==> src/rtl/pipe_pkg.sv <==
// Shared constants and width helpers for the elastic pipeline stage buffer.
package pipe_pkg;

  localparam int PIPE_W     = 200;
  localparam int PIPE_DEPTH = 2;

  // Pointer width: enough bits to index DEPTH entries, never less than one.
  function automatic int idx_w(input int depth);
    return (depth <= 2) ? 1 : $clog2(depth);
  endfunction

  // Occupancy width: must represent 0..DEPTH inclusive.
  function automatic int cnt_w(input int depth);
    return $clog2(depth + 1);
  endfunction

endpackage

==> src/rtl/pipe_stage_buf_if.sv <==
// Handshake bundle between the upstream stage, the buffer and the downstream stage.
interface pipe_stage_buf_if
  import pipe_pkg::*;
#(
  parameter int WIDTH = PIPE_W,
  parameter int DEPTH = PIPE_DEPTH
);

  logic                      flush;
  logic                      in_valid;
  logic                      in_ready;
  logic [WIDTH-1:0]          in_data;
  logic                      out_valid;
  logic                      out_ready;
  logic [WIDTH-1:0]          out_data;
  logic [cnt_w(DEPTH)-1:0]   count;

  modport master (
    output flush, in_valid, in_data, out_ready,
    input  in_ready, out_valid, out_data, count
  );

  modport slave (
    input  flush, in_valid, in_data, out_ready,
    output in_ready, out_valid, out_data, count
  );

endinterface

==> src/rtl/pipe_buf_ptr.sv <==
// Circular buffer pointer: wraps from DEPTH-1 to 0, clear beats increment.
module pipe_buf_ptr
  import pipe_pkg::*;
#(
  parameter  int DEPTH = PIPE_DEPTH,
  localparam int PW    = idx_w(DEPTH)
) (
  input  logic          Clk,
  input  logic          Rst_n,
  input  logic          clr,
  input  logic          inc,
  output logic [PW-1:0] ptr
);

  // NOTE: state registers use non-blocking assignments so every flop samples
  // pre-edge values, independent of the order the simulator evaluates blocks.
  always_ff @(posedge Clk) begin
    if (!Rst_n || clr) begin
      ptr <= '0;
    end else if (inc) begin
      ptr <= (ptr == PW'(DEPTH - 1)) ? '0 : ptr + PW'(1);
    end
  end

endmodule

==> src/rtl/pipe_stage_buf.sv <==
// Elastic first-word-fall-through pipeline buffer with synchronous flush.
// Every output is decoded from registered state only; in_ready does not see out_ready.
module pipe_stage_buf
  import pipe_pkg::*;
#(
  parameter int WIDTH = PIPE_W,
  parameter int DEPTH = PIPE_DEPTH
) (
  input logic              Clk,
  input logic              Rst_n,
  pipe_stage_buf_if.slave  bus
);

  localparam int PW = idx_w(DEPTH);
  localparam int CW = cnt_w(DEPTH);

  logic [WIDTH-1:0] mem [0:DEPTH-1];
  logic [PW-1:0]    wr_ptr;
  logic [PW-1:0]    rd_ptr;
  logic [CW-1:0]    count_q;
  logic             full;
  logic             empty;
  logic             do_wr;
  logic             do_rd;

  assign full  = (count_q == CW'(DEPTH));
  assign empty = (count_q == '0);

  // A flush in the same cycle discards both the incoming word and the retirement.
  assign do_wr = bus.in_valid  && bus.in_ready  && !bus.flush;
  assign do_rd = bus.out_valid && bus.out_ready && !bus.flush;

  pipe_buf_ptr #(.DEPTH(DEPTH)) u_wr_ptr (
    .Clk   (Clk),
    .Rst_n (Rst_n),
    .clr   (bus.flush),
    .inc   (do_wr),
    .ptr   (wr_ptr)
  );

  pipe_buf_ptr #(.DEPTH(DEPTH)) u_rd_ptr (
    .Clk   (Clk),
    .Rst_n (Rst_n),
    .clr   (bus.flush),
    .inc   (do_rd),
    .ptr   (rd_ptr)
  );

  always_ff @(posedge Clk) begin
    if (!Rst_n) begin
      count_q <= '0;
    end else if (bus.flush) begin
      count_q <= '0;
    end else if (do_wr && !do_rd) begin
      count_q <= count_q + CW'(1);
    end else if (do_rd && !do_wr) begin
      count_q <= count_q - CW'(1);
    end
  end

  // NOTE: storage has no reset; occupancy gates visibility, so stale contents
  // are never observed and the array maps onto plain registers or RAM.
  always_ff @(posedge Clk) begin
    if (do_wr) begin
      mem[wr_ptr] <= bus.in_data;
    end
  end

  assign bus.in_ready  = !full && Rst_n;
  assign bus.out_valid = !empty;
  assign bus.out_data  = empty ? '0 : mem[rd_ptr];
  assign bus.count     = count_q;

endmodule

==> src/flat_wrapper.sv <==
// flat-port wrapper written by rule: the top's interface ports become plain ports
module pipe_stage_buf_flat import pipe_pkg::*;
#(
  parameter int WIDTH = PIPE_W,
  parameter int DEPTH = PIPE_DEPTH
)
  (Clk, Rst_n, bus_flush, bus_in_valid, bus_in_data, bus_out_ready, bus_in_ready, bus_out_valid, bus_out_data, bus_count);
  pipe_stage_buf_if #(.WIDTH(WIDTH), .DEPTH(DEPTH)) bus_i ();
  input logic Clk;
  input logic Rst_n;
  input wire logic [$bits(bus_i.flush)-1:0] bus_flush;
  input wire logic [$bits(bus_i.in_valid)-1:0] bus_in_valid;
  input wire logic [$bits(bus_i.in_data)-1:0] bus_in_data;
  input wire logic [$bits(bus_i.out_ready)-1:0] bus_out_ready;
  output wire logic [$bits(bus_i.in_ready)-1:0] bus_in_ready;
  output wire logic [$bits(bus_i.out_valid)-1:0] bus_out_valid;
  output wire logic [$bits(bus_i.out_data)-1:0] bus_out_data;
  output wire logic [$bits(bus_i.count)-1:0] bus_count;
  assign bus_i.flush = bus_flush;
  assign bus_i.in_valid = bus_in_valid;
  assign bus_i.in_data = bus_in_data;
  assign bus_i.out_ready = bus_out_ready;
  assign bus_in_ready = bus_i.in_ready;
  assign bus_out_valid = bus_i.out_valid;
  assign bus_out_data = bus_i.out_data;
  assign bus_count = bus_i.count;
  pipe_stage_buf #(.WIDTH(WIDTH), .DEPTH(DEPTH)) u_core (.Clk(Clk), .Rst_n(Rst_n), .bus(bus_i));
endmodule
==> config.mk <==
export PLATFORM = sky130hd
export DESIGN_NAME = pipe_stage_buf_flat
export DESIGN_NICKNAME = d
export VERILOG_FILES = /design/src/rtl/pipe_pkg.sv /design/src/rtl/pipe_stage_buf_if.sv /design/src/rtl/pipe_buf_ptr.sv /design/src/rtl/pipe_stage_buf.sv /design/src/flat_wrapper.sv
export SDC_FILE = /design/constraint.sdc
export NUM_CORES = 1
export LEC_CHECK = 0
export ABC_CLOCK_PERIOD_IN_PS = 36000
export CAP_MARGIN = 20
export CORE_ASPECT_RATIO = 1.75
export CORE_MARGIN = 2
export CORE_UTILIZATION = 30
export CTS_CLUSTER_SIZE = 8
export DETAILED_ROUTE_END_ITERATION = 7
export REMOVE_ABC_BUFFERS = 1
export SYNTH_ARGS = -nofsm -noshare
export SYNTH_HDL_FRONTEND = slang
export SYNTH_SLANG_ARGS = --single-unit
export TNS_END_PERCENT = 30
==> constraint.sdc <==
create_clock -name Clk -period 36 [get_ports Clk]
set_input_delay 9 -clock Clk [delete_from_list [all_inputs] [get_ports Clk]]
set_output_delay 9 -clock Clk [all_outputs]
set_load 0.005 [all_outputs]
# == Word-level counts from Yosys, hierarchy flattened ==
# Memory sizes are Yosys's and may differ from the RTL's. A register that Yosys moved wholly into a read port is not among the register bits.
# Index checks and enable logic that the tools add are counted.
# word_totals
reg_bits,4
ramBits,400
output_inout_bits,204
elab_cells,36
memories,1
# memory_table
name,depth,word_bits,rd,rd_ports_with_merged_regs,write_ports,line,source
u_core.mem,2,200,1,1,1,pipe_stage_buf.sv:17,logic [WIDTH-1:0] mem [0:DEPTH-1];
# op_classes
addsub,4
n_eq_ne,1
mux,9
bitwise_logic,1
n_reduce_logical,17
# op_table
cell,n
200-bit 2-to-1 mux,1
1-bit logical AND,7
1-bit logical NOT,6
1-bit 2-to-1 mux,6
2-bit 2-to-1 mux,2
1-bit adder (second input constant),2
2-bit by 1-bit adder with 2-bit output (second input constant),1
2-bit == test (second input constant),1
2-bit logical NOT,1
2-bit nonzero test,1
2-bit OR reduction,1
2-bit by 1-bit subtractor with 2-bit output (second input constant),1
1-bit logical OR,1
1-bit NOT,1

# == Depth between registers and ports, before layout ==
# Gate-level depths: netlist (run 1).
# depth
depth_word,9
depth_mapped,7

# == Hierarchy ==
# Synthesis (run 1) repeated with hierarchy kept, for this count alone.
# hier_totals
cells_unflattened,871
area_unflattened_um2,15447.3
# by_module_without_submodules
module,n_inst,cells_each,area_per_inst_um2
pipe_stage_buf,1,865,15364.7
pipe_buf_ptr,2,3,41.3

# == Worst setup path before layout (run 1) ==
# No wires, ideal clock.
# synth_timing
path_type,input -> register
startpoint,in bus_flush
endpoint,mem u_core.mem[0][0] (netlist bit) (enable)
setup_time_ps,764
arrival_ps,17510
t_required_ps,35236
path_slack_ps,17725
stages,2
path_buffers,0
path_cell_list,nand4b_1 > nor2_1
# synth_between
elab_chain_cells,4
# synth_lines
item,line,source
"start, declared",flat_wrapper.sv:11,input wire logic [$bits(bus_i.flush)-1:0] bus_flush;
1-bit logical NOT,pipe_stage_buf.sv:30,assign do_wr = bus.in_valid && bus.in_ready && !bus.flush;
1-bit logical AND,pipe_stage_buf.sv:30,
1-bit 2-to-1 mux,pipe_stage_buf.sv:64,if (do_wr) begin
1-bit 2-to-1 mux (implied by the code),pipe_stage_buf.sv:65,mem[wr_ptr] <= bus.in_data;
"end, declared",pipe_stage_buf.sv:17,
# No other way between the ends.

# == Worst setup path in the final report (run 1) ==
# layout_timing
startpoint,in Rst_n
endpoint,out bus_in_ready
# layout_between
elab_chain_cells,1
# layout_lines
item,line,source
"start, declared",flat_wrapper.sv:10,input logic Rst_n;
1-bit logical AND,pipe_stage_buf.sv:69,assign bus.in_ready = !full && Rst_n;
"end, declared",flat_wrapper.sv:15,output wire logic [$bits(bus_i.in_ready)-1:0] bus_in_ready;
# No other way between the ends.

==> flow_summary_export.csv, run 1 <==
group,metric,value,unit
status,status,"finished clean",
critical_path,cp.buffers_inverters,2,
pwr,p_leak,6.70,nW
clock_tree,htreeDepth,2,
floorplanning,floorplan.die.width,176,um
pwr,overall_power_after_layout,0.00105,W
critical_path,setup.reg_to_reg.worst_slack,32890,ps
timing,final_critical_path_setup_slack,16840,ps
clock_tree,cts_max_path_buffers,3,
critical_path,critical_path.cell_chain,"clkdlybuf4s50_1 > and2_1 > clkdlybuf4s50_1",
clock_tree,cts-hold-fix-buffers,0,
synth,post_synth_instance_area,15500,um^2
timing,slew_headroom,0.309,
synth,ys_warn_count,0,
timing,final-max-slew-violation-count,0,
floorplanning,initial_core_util,0.302,
timing,post_route_setup_tns,0,ps
route,dr.pass1.iters,6,
place,placedCellCount,1922,
timing,hold_worst_slack,513,ps
timing,final-setup-viol-count,0,
critical_path,worst-path-stages,3,
pwr,pwr_density_cell,48.7,nW/um^2
clock_tree,postCtsSetupRepairBufs,0,
synth,synth_most_common_cell,"edfxtp_1",
place,dpl.hpwl,24600,um
grt,grt_pass1_wl,56100,um
layout,area_delta_synth_final,39.5,%
grt,overflow,0,
critical_path,worst_setup_path_end_kind,"primary output",
route,ant_nets,0,
place,dp_slack,16850,ps
place,portBuffers,408,
clock_tree,number_of_gates_resized_after_cts,0,
clock_tree,clkSinkCount,405,
synth,synth_common_cells,"edfxtp_1, nor2_1, mux2i_1, buf_2, buf_8",
synth,synthDominantAreaCellType,"edfxtp_1",
pwr,power.ir.vdd_worst,0.0381,mV
floorplanning,chipHeight,304,um
clock_tree,cts_made_buffers,56,
timing,hold_viol_final,0,
timing,grt_setup_unrepaired,"no",
grt,groute.usage.overall,0.139,
layout,final_layout_size_suffix_gt1_frac,0.0576,
critical_path,critPathArrivalTime,10160,ps
route,drt_wl_total,37600,um
floorplanning,num_rows,110,
grt,grt_start_max_net_pins,96,
route,post-route-drc-count,0,
synth,synth-edff-count,400,
timing,worst_clock_skew,18.1,ps
layout,final_nets,1515,
clock_tree,path_clk_slew,50,ps
critical_path,setup_crit_start_kind,"input pin",
timing,fin_crit_sh,0.532,
floorplanning,die_area,53400,um^2
timing,tightest_slew,1040,ps
critical_path,crit_path_frequent_cell,"clkdlybuf4s50_1",
place,routability_congestion,0.763,
synth,post-synth-top-area-fraction,0.777,
clock_tree,cts_tree,"built",
critical_path,rr_worst_depth,4,
critical_path,critical_path.top_delay_family,"buffers and inverters",
grt,use_met3,0.0357,
route,detail_route.wl_per_cell,18.8,um
timing,fmax,0.0522,GHz
floorplanning,placeableCoreArea,51200,um^2
layout,n_fill_cell,4679,
route,route.vias.total,8727,
hold_path,min_delay_path_depth,2,
synth,async_reset_ff_frac,0,
synth,yosys-top-cells-area,"edfxtp_1, mux2i_1, nor2_1",
clock_tree,cts_root_buffer,"clkbuf_16",
synth,synth.avg_cell_area,17.7,um^2
critical_path,worst_path_max_stage_delay,510,ps
grt,grt_pass1_vias,9348,
synth,synth_ff_type,"edfxtp_1",
grt,grt_max_usage_layer,"met2",
critical_path,timing.critical_path.required,27000,ps
clock_tree,clkLatencyLatePin,580,ps
grt,grt_util_met2,0.248,
job,maxCapViolCount,0,
synth,synth_sequential_area_ratio,0.783,
floorplanning,io_pins,409,
critical_path,path_class,"input pin to primary output",
hold_path,hold_crit_class,"flip-flop to flip-flop",
route,initialDrtViolationCount,423,
synth,post_synth_num_cell_types,20,
critical_path,critPathSlowestCell,"clkdlybuf4s50_1",
layout,final-instance-count-excl-fill,2000,
route,detail_route.vias_per_cell,4.36,
synth,synthesis.instances,874,
grt,gr-usage-met1,0.144,
synth,synth_seq_cells,405,
grt,number_of_antenna_violations_at_the_first_check_in_global_routing,8,
timing,finalCriticalPeriod,19160,ps
critical_path,path_max_fanout,3,
[logic make-up after synthesis]
logic type	count (synthesis)	synth area share
flip-flops	405	0.783
AND/OR/NAND/NOR	213	0.0529
multiplexers	200	0.130
buffers and inverters	47	0.0298
AO/OA/AOI/OAI	5	0.00178
XOR/XNOR	3	0.00170
adder cells (fa/ha/maj)	1	0.000809
[layout make-up]
| class | instances | area [um^2] | area share |
|---|---|---|---|
| antenna | 8 | 20.0 | 0.000928 |
| clock buffer | 68 | 1470 | 0.0680 |
| clock inverter | 1 | 5.00 | 0.000232 |
| inverter | 3 | 11.3 | 0.000522 |
| multi-input combinational | 422 | 2910 | 0.135 |
| sequential | 405 | 12100 | 0.562 |
| tap | 672 | 841 | 0.0390 |
| timing repair buffer | 421 | 4200 | 0.195 |
[through the flow]
| step | instance area, um^2 | util |
|---|---|---|
| after floorplan | 15000 | - |
| after global placement | 20100 | 0.392 |
| after global routing | 21600 | 0.421 |
| after detailed placement | 20100 | 0.392 |
| final | 21600 | 0.421 |
| after CTS | 21500 | 0.420 |
[where the power goes]
group	leakage, nW	internal, W	total (W)	switching, W
Clock	0.719	0.000278	0.000456	0.000178
Combinational	2.31	0.0000373	0.0000630	0.0000257
Sequential	3.67	0.000529	0.000532	0.00000246
[worst paths after layout]
path / startpoint / end
setup reg to reg: u_core.bus.count[0] / u_core.mem[1][52]
setup / recovery: Rst_n / bus_in_ready
hold reg to reg: u_core.u_rd_ptr.ptr / flip-flop
hold / removal: u_core.u_rd_ptr.ptr / flip-flop
[cell usage in the layout, fill, tap and decap left out, drive strengths merged]
| master | n |
|---|---|
| a21oi | 2 |
| clkdlybuf4s50 | 408 |
| buf | 13 |
| diode | 8 |
| nand4b | 1 |
| a21o | 1 |
| o21ai | 2 |
| dfxtp | 5 |
| ha | 1 |
| and2 | 1 |
| nand2b | 2 |
| clkbuf | 68 |
| nor2 | 206 |
| inv | 3 |
| xor2 | 3 |
| mux2i | 200 |
| nand3 | 1 |
| or3 | 1 |
| or2 | 1 |
| clkinv | 1 |
| edfxtp | 400 |
[registers in the layout, summed over array words and instances, names as in the netlist, named ones only]
signal and cells:
u_core.bus.count 2, u_core.mem 400, u_core.u_rd_ptr.ptr 1, u_core.u_wr_ptr.ptr 1
[worst min-delay path, cell delays in order (launching register included)]
cell,delay [ps]
dfxtp_1,320
xor2_1,80
nor2_1,80
[metal layers]
layer	up-vias	routed length, um
met1	4224	13400
met2	304	20100
met5	-	13
li1	4108	-
met3	89	2250
met4	2	1890
No activity file was read; power rests on OpenSTA's default activity.
==> run 2: changes to the inputs <==
--- a/config.mk
+++ b/config.mk
@@ -5,7 +5,7 @@
 export SDC_FILE = /design/constraint.sdc
 export NUM_CORES = 1
 export LEC_CHECK = 0
-export ABC_CLOCK_PERIOD_IN_PS = 36000
+export ABC_CLOCK_PERIOD_IN_PS = 16000
 export CAP_MARGIN = 20
 export CORE_ASPECT_RATIO = 1.75
 export CORE_MARGIN = 2
==> constraint.sdc (replaced) <==
create_clock -name Clk -period 16 [get_ports Clk]
set_input_delay 4 -clock Clk [delete_from_list [all_inputs] [get_ports Clk]]
set_output_delay 4 -clock Clk [all_outputs]
set_load 0.005 [all_outputs]
==> flow_summary_export.csv, run 2 (synthesis gave the netlist of run 1 again) <==
group,metric,value,unit
status,status,"finished clean",
layout,area_delta_synth_final,39.4,%
route,initialDrtViolationCount,425,
timing,final-setup-viol-count,0,
floorplanning,placeableCoreArea,51200,um^2
timing,grt_setup_unrepaired,"no",
clock_tree,cts_tree,"built",
timing,hold_viol_final,0,
place,dp_slack,6840,ps
timing,finalCriticalPeriod,9170,ps
critical_path,timing.critical_path.required,12000,ps
clock_tree,clkSinkCount,405,
route,dr.pass1.iters,4,
clock_tree,cts_max_path_buffers,3,
floorplanning,chipHeight,304,um
critical_path,path_max_fanout,3,
job,maxCapViolCount,0,
pwr,power.ir.vdd_worst,0.0874,mV
layout,largest_register,"u_core.mem",
layout,layout_common_cells,"clkdlybuf4s50_1, edfxtp_1, nor2_1, mux2i_1, clkbuf_16",
layout,n_fill_cell,4658,
route,detail_route.vias_per_cell,4.37,
floorplanning,floorplan.die.width,176,um
route,ant_nets,0,
route,post-route-drc-count,0,
route,route.vias.total,8736,
pwr,p_leak,6.69,nW
place,dpl.hpwl,24500,um
clock_tree,postCtsSetupRepairBufs,0,
layout,layout_commonest_cell,"clkdlybuf4s50_1",
layout,largest_register_ff_count,400,
critical_path,setup_crit_start_kind,"input pin",
clock_tree,clkLatencyLatePin,570,ps
clock_tree,number_of_gates_resized_after_cts,0,
clock_tree,cts_made_buffers,56,
route,detail_route.wl_per_cell,18.6,um
grt,grt_start_max_net_pins,90,
timing,fin_crit_sh,0.573,
critical_path,setup.reg_to_reg.worst_slack,12210,ps
route,drt_wl_total,37200,um
timing,worst_clock_skew,24.6,ps
timing,post_route_setup_tns,0,ps
place,routability_congestion,0.765,
floorplanning,num_rows,110,
grt,grt_pass1_vias,9322,
timing,fmax,0.109,GHz
grt,groute.usage.overall,0.136,
timing,final-max-slew-violation-count,0,
critical_path,worst_setup_path_end_kind,"primary output",
place,placedCellCount,1921,
layout,fin_area,21500,um^2
timing,tightest_slew,1140,ps
pwr,pwr_density_cell,110,nW/um^2
clock_tree,cts-hold-fix-buffers,0,
clock_tree,cts_root_buffer,"clkbuf_16",
place,placed_instance_area,20000,um^2
timing,final_critical_path_setup_slack,6830,ps
critical_path,critPathArrivalTime,5170,ps
grt,number_of_antenna_violations_at_the_first_check_in_global_routing,7,
critical_path,path_class,"input pin to primary output",
floorplanning,die_area,53400,um^2
clock_tree,htreeDepth,2,
grt,overflow,0,
grt,grt_pass1_wl,55300,um
clock_tree,path_clk_slew,50,ps
layout,final-instance-count-excl-fill,2000,
hold_path,hold_crit_class,"flip-flop to flip-flop",
floorplanning,initial_core_util,0.302,
place,portBuffers,408,
pwr,overall_power_after_layout,0.00236,W
layout,final_layout_size_suffix_gt1_frac,0.0568,
timing,slew_headroom,0.240,
layout,final_nets,1513,
floorplanning,io_pins,409,
-- run 2: critical path: stages --
cell and delay [ps]:
clkdlybuf4s50_1 510, and2_1 160, clkdlybuf4s50_1 500
-- run 2: path summary, 6_finish.rpt --
check | start | to | cells after the start
worst min register to register | u_core.u_rd_ptr.ptr | flip-flop | 2
worst max register to register | u_core.bus.count[0] | u_core.mem[0][110] | 5
worst max-delay path | Rst_n | bus_in_ready | 3
worst min-delay path | u_core.u_rd_ptr.ptr | flip-flop | 2
-- run 2: metrics by stage --
stage	hold WS [ps]	utilization
detailed placement	490	0.391
floorplan	472	-
global placement	487	0.391
global route	547	0.421
CTS	517	0.421
finish	516	0.421
-- run 2: cell type report --
class	count	area (um^2)	share of cell area
Inverter	3	11.3	0.000523
Antenna cell	7	17.5	0.000813
Clock inverter	2	25.0	0.00116
Tap cell	672	841	0.0390
Multi-Input combinational cell	422	2910	0.135
Sequential cell	405	12100	0.562
Timing Repair Buffer	419	4170	0.193
Clock buffer	70	1460	0.0679
-- run 2: per-layer routing --
layer,vias to the layer above,share of wire,GRT usage
met5,-,0,0
met2,313,0.53,0.245
met3,89,0.063,0.0351
met4,0,0.050,0.0846
met1,4219,0.35,0.139
li1,4115,-,-
-- run 2: power by group --
group	switching, W	internal, W
clock network	0.000402	0.000625
registers	0.00000517	0.00119
logic	0.0000576	0.0000832
total	0.000465	0.00190
==> run 3: changes to the inputs <==
--- a/config.mk
+++ b/config.mk
@@ -5,7 +5,7 @@
 export SDC_FILE = /design/constraint.sdc
 export NUM_CORES = 1
 export LEC_CHECK = 0
-export ABC_CLOCK_PERIOD_IN_PS = 16000
+export ABC_CLOCK_PERIOD_IN_PS = 8900
 export CAP_MARGIN = 20
 export CORE_ASPECT_RATIO = 1.75
 export CORE_MARGIN = 2
==> constraint.sdc (replaced) <==
create_clock -name Clk -period 8.9 [get_ports Clk]
set_input_delay 2.225 -clock Clk [delete_from_list [all_inputs] [get_ports Clk]]
set_output_delay 2.225 -clock Clk [all_outputs]
set_load 0.005 [all_outputs]
==> flow_summary_export.csv, run 3 (synthesis gave the netlist of run 1 again) <==
group,metric,value,unit
layout,finalCoreUtilization,0.423,
floorplanning,die_area,53400,um^2
grt,overflow,0,
critical_path,worst_path_max_stage_delay,960,ps
critical_path,regToRegEndpoint,"u_core.mem[0][157]",
layout,layout_commonest_cell,"clkdlybuf4s50_1",
place,routability_congestion,0.773,
place,portBuffers,408,
pwr,power.share.sequential,0.500,
timing,final-max-slew-violation-count,0,
floorplanning,initial_core_util,0.302,
layout,final-instance-count-excl-fill,2021,
pwr,pwr_density_cell,199,nW/um^2
critical_path,critical_path.cell_chain,"buf_4 > mux2i_1 > nor2_1 > clkdlybuf4s50_1",
clock_tree,cts_tree,"built",
grt,number_of_antenna_violations_at_the_first_check_in_global_routing,16,
timing,tightest_slew,1110,ps
pwr,power.ir.vdd_worst,0.149,mV
pwr,power.net_switching,0.000866,W
critical_path,critPathArrivalTime,3400,ps
floorplanning,num_rows,110,
grt,grt_pass1_wl,56700,um
layout,largest_register_ff_count,400,
critical_path,setup_crit_start_kind,"flip-flop",
layout,n_fill_cell,4693,
critical_path,critical_path.top_delay_family,"buffers and inverters",
grt,grt_pass1_vias,9588,
hold_path,min_delay_path_depth,2,
place,placed_instance_area,20100,um^2
clock_tree,htreeDepth,2,
pwr,p_leak,6.73,nW
clock_tree,clkSinkCount,405,
floorplanning,floorplan.die.width,176,um
route,detail_route.wl_per_cell,19.2,um
pwr,sw_frac_of_total,0.201,
timing,fin_crit_sh,0.632,
critical_path,r2r-start,"u_core.bus.count[0]",
grt,grt_start_max_net_pins,85,
route,drt_wl_total,38700,um
critical_path,timing.critical_path.required,6680,ps
route,route.met2.wl,21000,um
hold_path,timing.hold.worst.start,"u_core.u_rd_ptr.ptr",
floorplanning,io_pins,409,
layout,final_nets,1516,
place,placedCellCount,1924,
clock_tree,number_of_gates_resized_after_cts,0,
clock_tree,cts_made_buffers,56,
clock_tree,cts_max_path_buffers,3,
route,total_length_of_routed_met3_wires,2290,um
layout,final_layout_size_suffix_gt1_frac,0.0583,
critical_path,setup.reg_to_reg.worst_slack,5870,ps
pwr,clkPwrFrac,0.441,
clock_tree,path_clk_slew,60,ps
timing,fmax,0.178,GHz
place,dpl.hpwl,25800,um
route,dr.pass1.iters,4,
route,met1Wirelength,13400,um
route,post-route-drc-count,0,
critical_path,path_max_fanout,61,
floorplanning,chipHeight,304,um
clock_tree,cts_root_buffer,"clkbuf_16",
job,maxCapViolCount,0,
route,route.top_layer_used,"met5",
critical_path,path_class,"flip-flop to primary output",
route,ant_nets,0,
clock_tree,cts-hold-fix-buffers,0,
critical_path,critPathSlowestCell,"buf_4",
timing,grt_setup_unrepaired,"no",
layout,fin_area,21700,um^2
critical_path,rr_worst_depth,4,
clock_tree,postCtsSetupRepairBufs,0,
grt,groute.usage.overall,0.140,
timing,finalCriticalPeriod,5630,ps
layout,area_delta_synth_final,40.1,%
status,status,"finished clean",
layout,largest_register,"u_core.mem",
route,initialDrtViolationCount,426,
route,route.vias.total,8912,
hold_path,hold_crit_class,"flip-flop to flip-flop",
pwr,power.combinational.fraction,0.059,
floorplanning,placeableCoreArea,51200,um^2
timing,hold_viol_final,0,
timing,slew_headroom,0.262,
layout,layout_common_cells,"clkdlybuf4s50_1, edfxtp_1, nor2_1, mux2i_1, clkbuf_16",
critical_path,cp.buffers_inverters,2,
route,detail_route.vias_per_cell,4.41,
clock_tree,clkLatencyLatePin,580,ps
critical_path,worst_setup_path_end_kind,"primary output",
timing,worst_clock_skew,27.5,ps
timing,final-setup-viol-count,0,
pwr,intPower,0.00344,W
hold_path,worstHoldEndpoint,"u_core.u_rd_ptr.ptr",
[run 3: cell types whose count changed in the layout (fill, tap and decap cells not counted), sizes merged]
| cell | delta |
|---|---|
| clkbuf | +12 |
| diode | +4 |
| inv | +1 |
| buf | +3 |
| clkinv | +1 |
[run 3: worst max-delay path by stage]
stage,depth (start not counted),endpoint,slack [ps],from
floorplan,2,u_core.mem[0][0],-2600,bus_flush
global placement,3,bus_in_ready,3310,Rst_n
detailed placement,3,bus_in_ready,3300,Rst_n
CTS,4,bus_out_data[113],3150,flip-flop
global route,4,bus_out_data[3],3040,flip-flop
finish,4,bus_out_data[87],3270,flip-flop
[run 3: cell type report]
| cell class | count | area (um^2) | share of cell area |
|---|---|---|---|
| Timing Repair Buffer | 422 | 4210 | 0.194 |
| Clock buffer | 82 | 1500 | 0.0692 |
| Multi-Input combinational cell | 422 | 2910 | 0.134 |
| Tap cell | 672 | 841 | 0.0388 |
| Antenna cell | 11 | 27.5 | 0.00127 |
| Inverter | 3 | 11.3 | 0.000520 |
| Clock inverter | 4 | 48.8 | 0.00225 |
| Sequential cell | 405 | 12100 | 0.559 |
[run 3: power groups by stage]
stage	Clock (W)	Combinational, W	Sequential, W
after detailed placement	0	0.000259	0.00219
final	0.00190	0.000256	0.00215
after CTS	0.00196	0.000261	0.00215
after floorplan	0	0.0000807	0.00220
after global placement	0	0.000252	0.00218
after global routing	0.00203	0.000276	0.00215
[run 3: worst reg2reg max path: stages (launching register included)]
cell and delay (ps):
dfxtp_1 500, nand2b_1 220, nand4b_1 280, nor2_4 730, buf_4 830
[run 3: through the flow]
| step | total power [W] | TNS [ps] | hold slack (ps) | setup slack (ps) |
|---|---|---|---|---|
| 2_1_floorplan | 0.00228 | -1142670 | 472 | -2600 |
| 6_report | 0.00430 | 0 | 524 | 3270 |
| 5_1_grt | 0.00446 | 0 | 581 | 3040 |
| 3_3_place_gp | 0.00244 | 0 | 485 | 3310 |
| 3_5_place_dp | 0.00245 | 0 | 492 | 3300 |
| 4_1_cts | 0.00437 | 0 | 525 | 3150 |
[run 3: routing by layer]
metal | vias to the layer above | track usage
met5 | - | 0
met4 | 10 | 0.0863
met3 | 109 | 0.0347
met2 | 340 | 0.260
met1 | 4311 | 0.139
li1 | 4142 | -
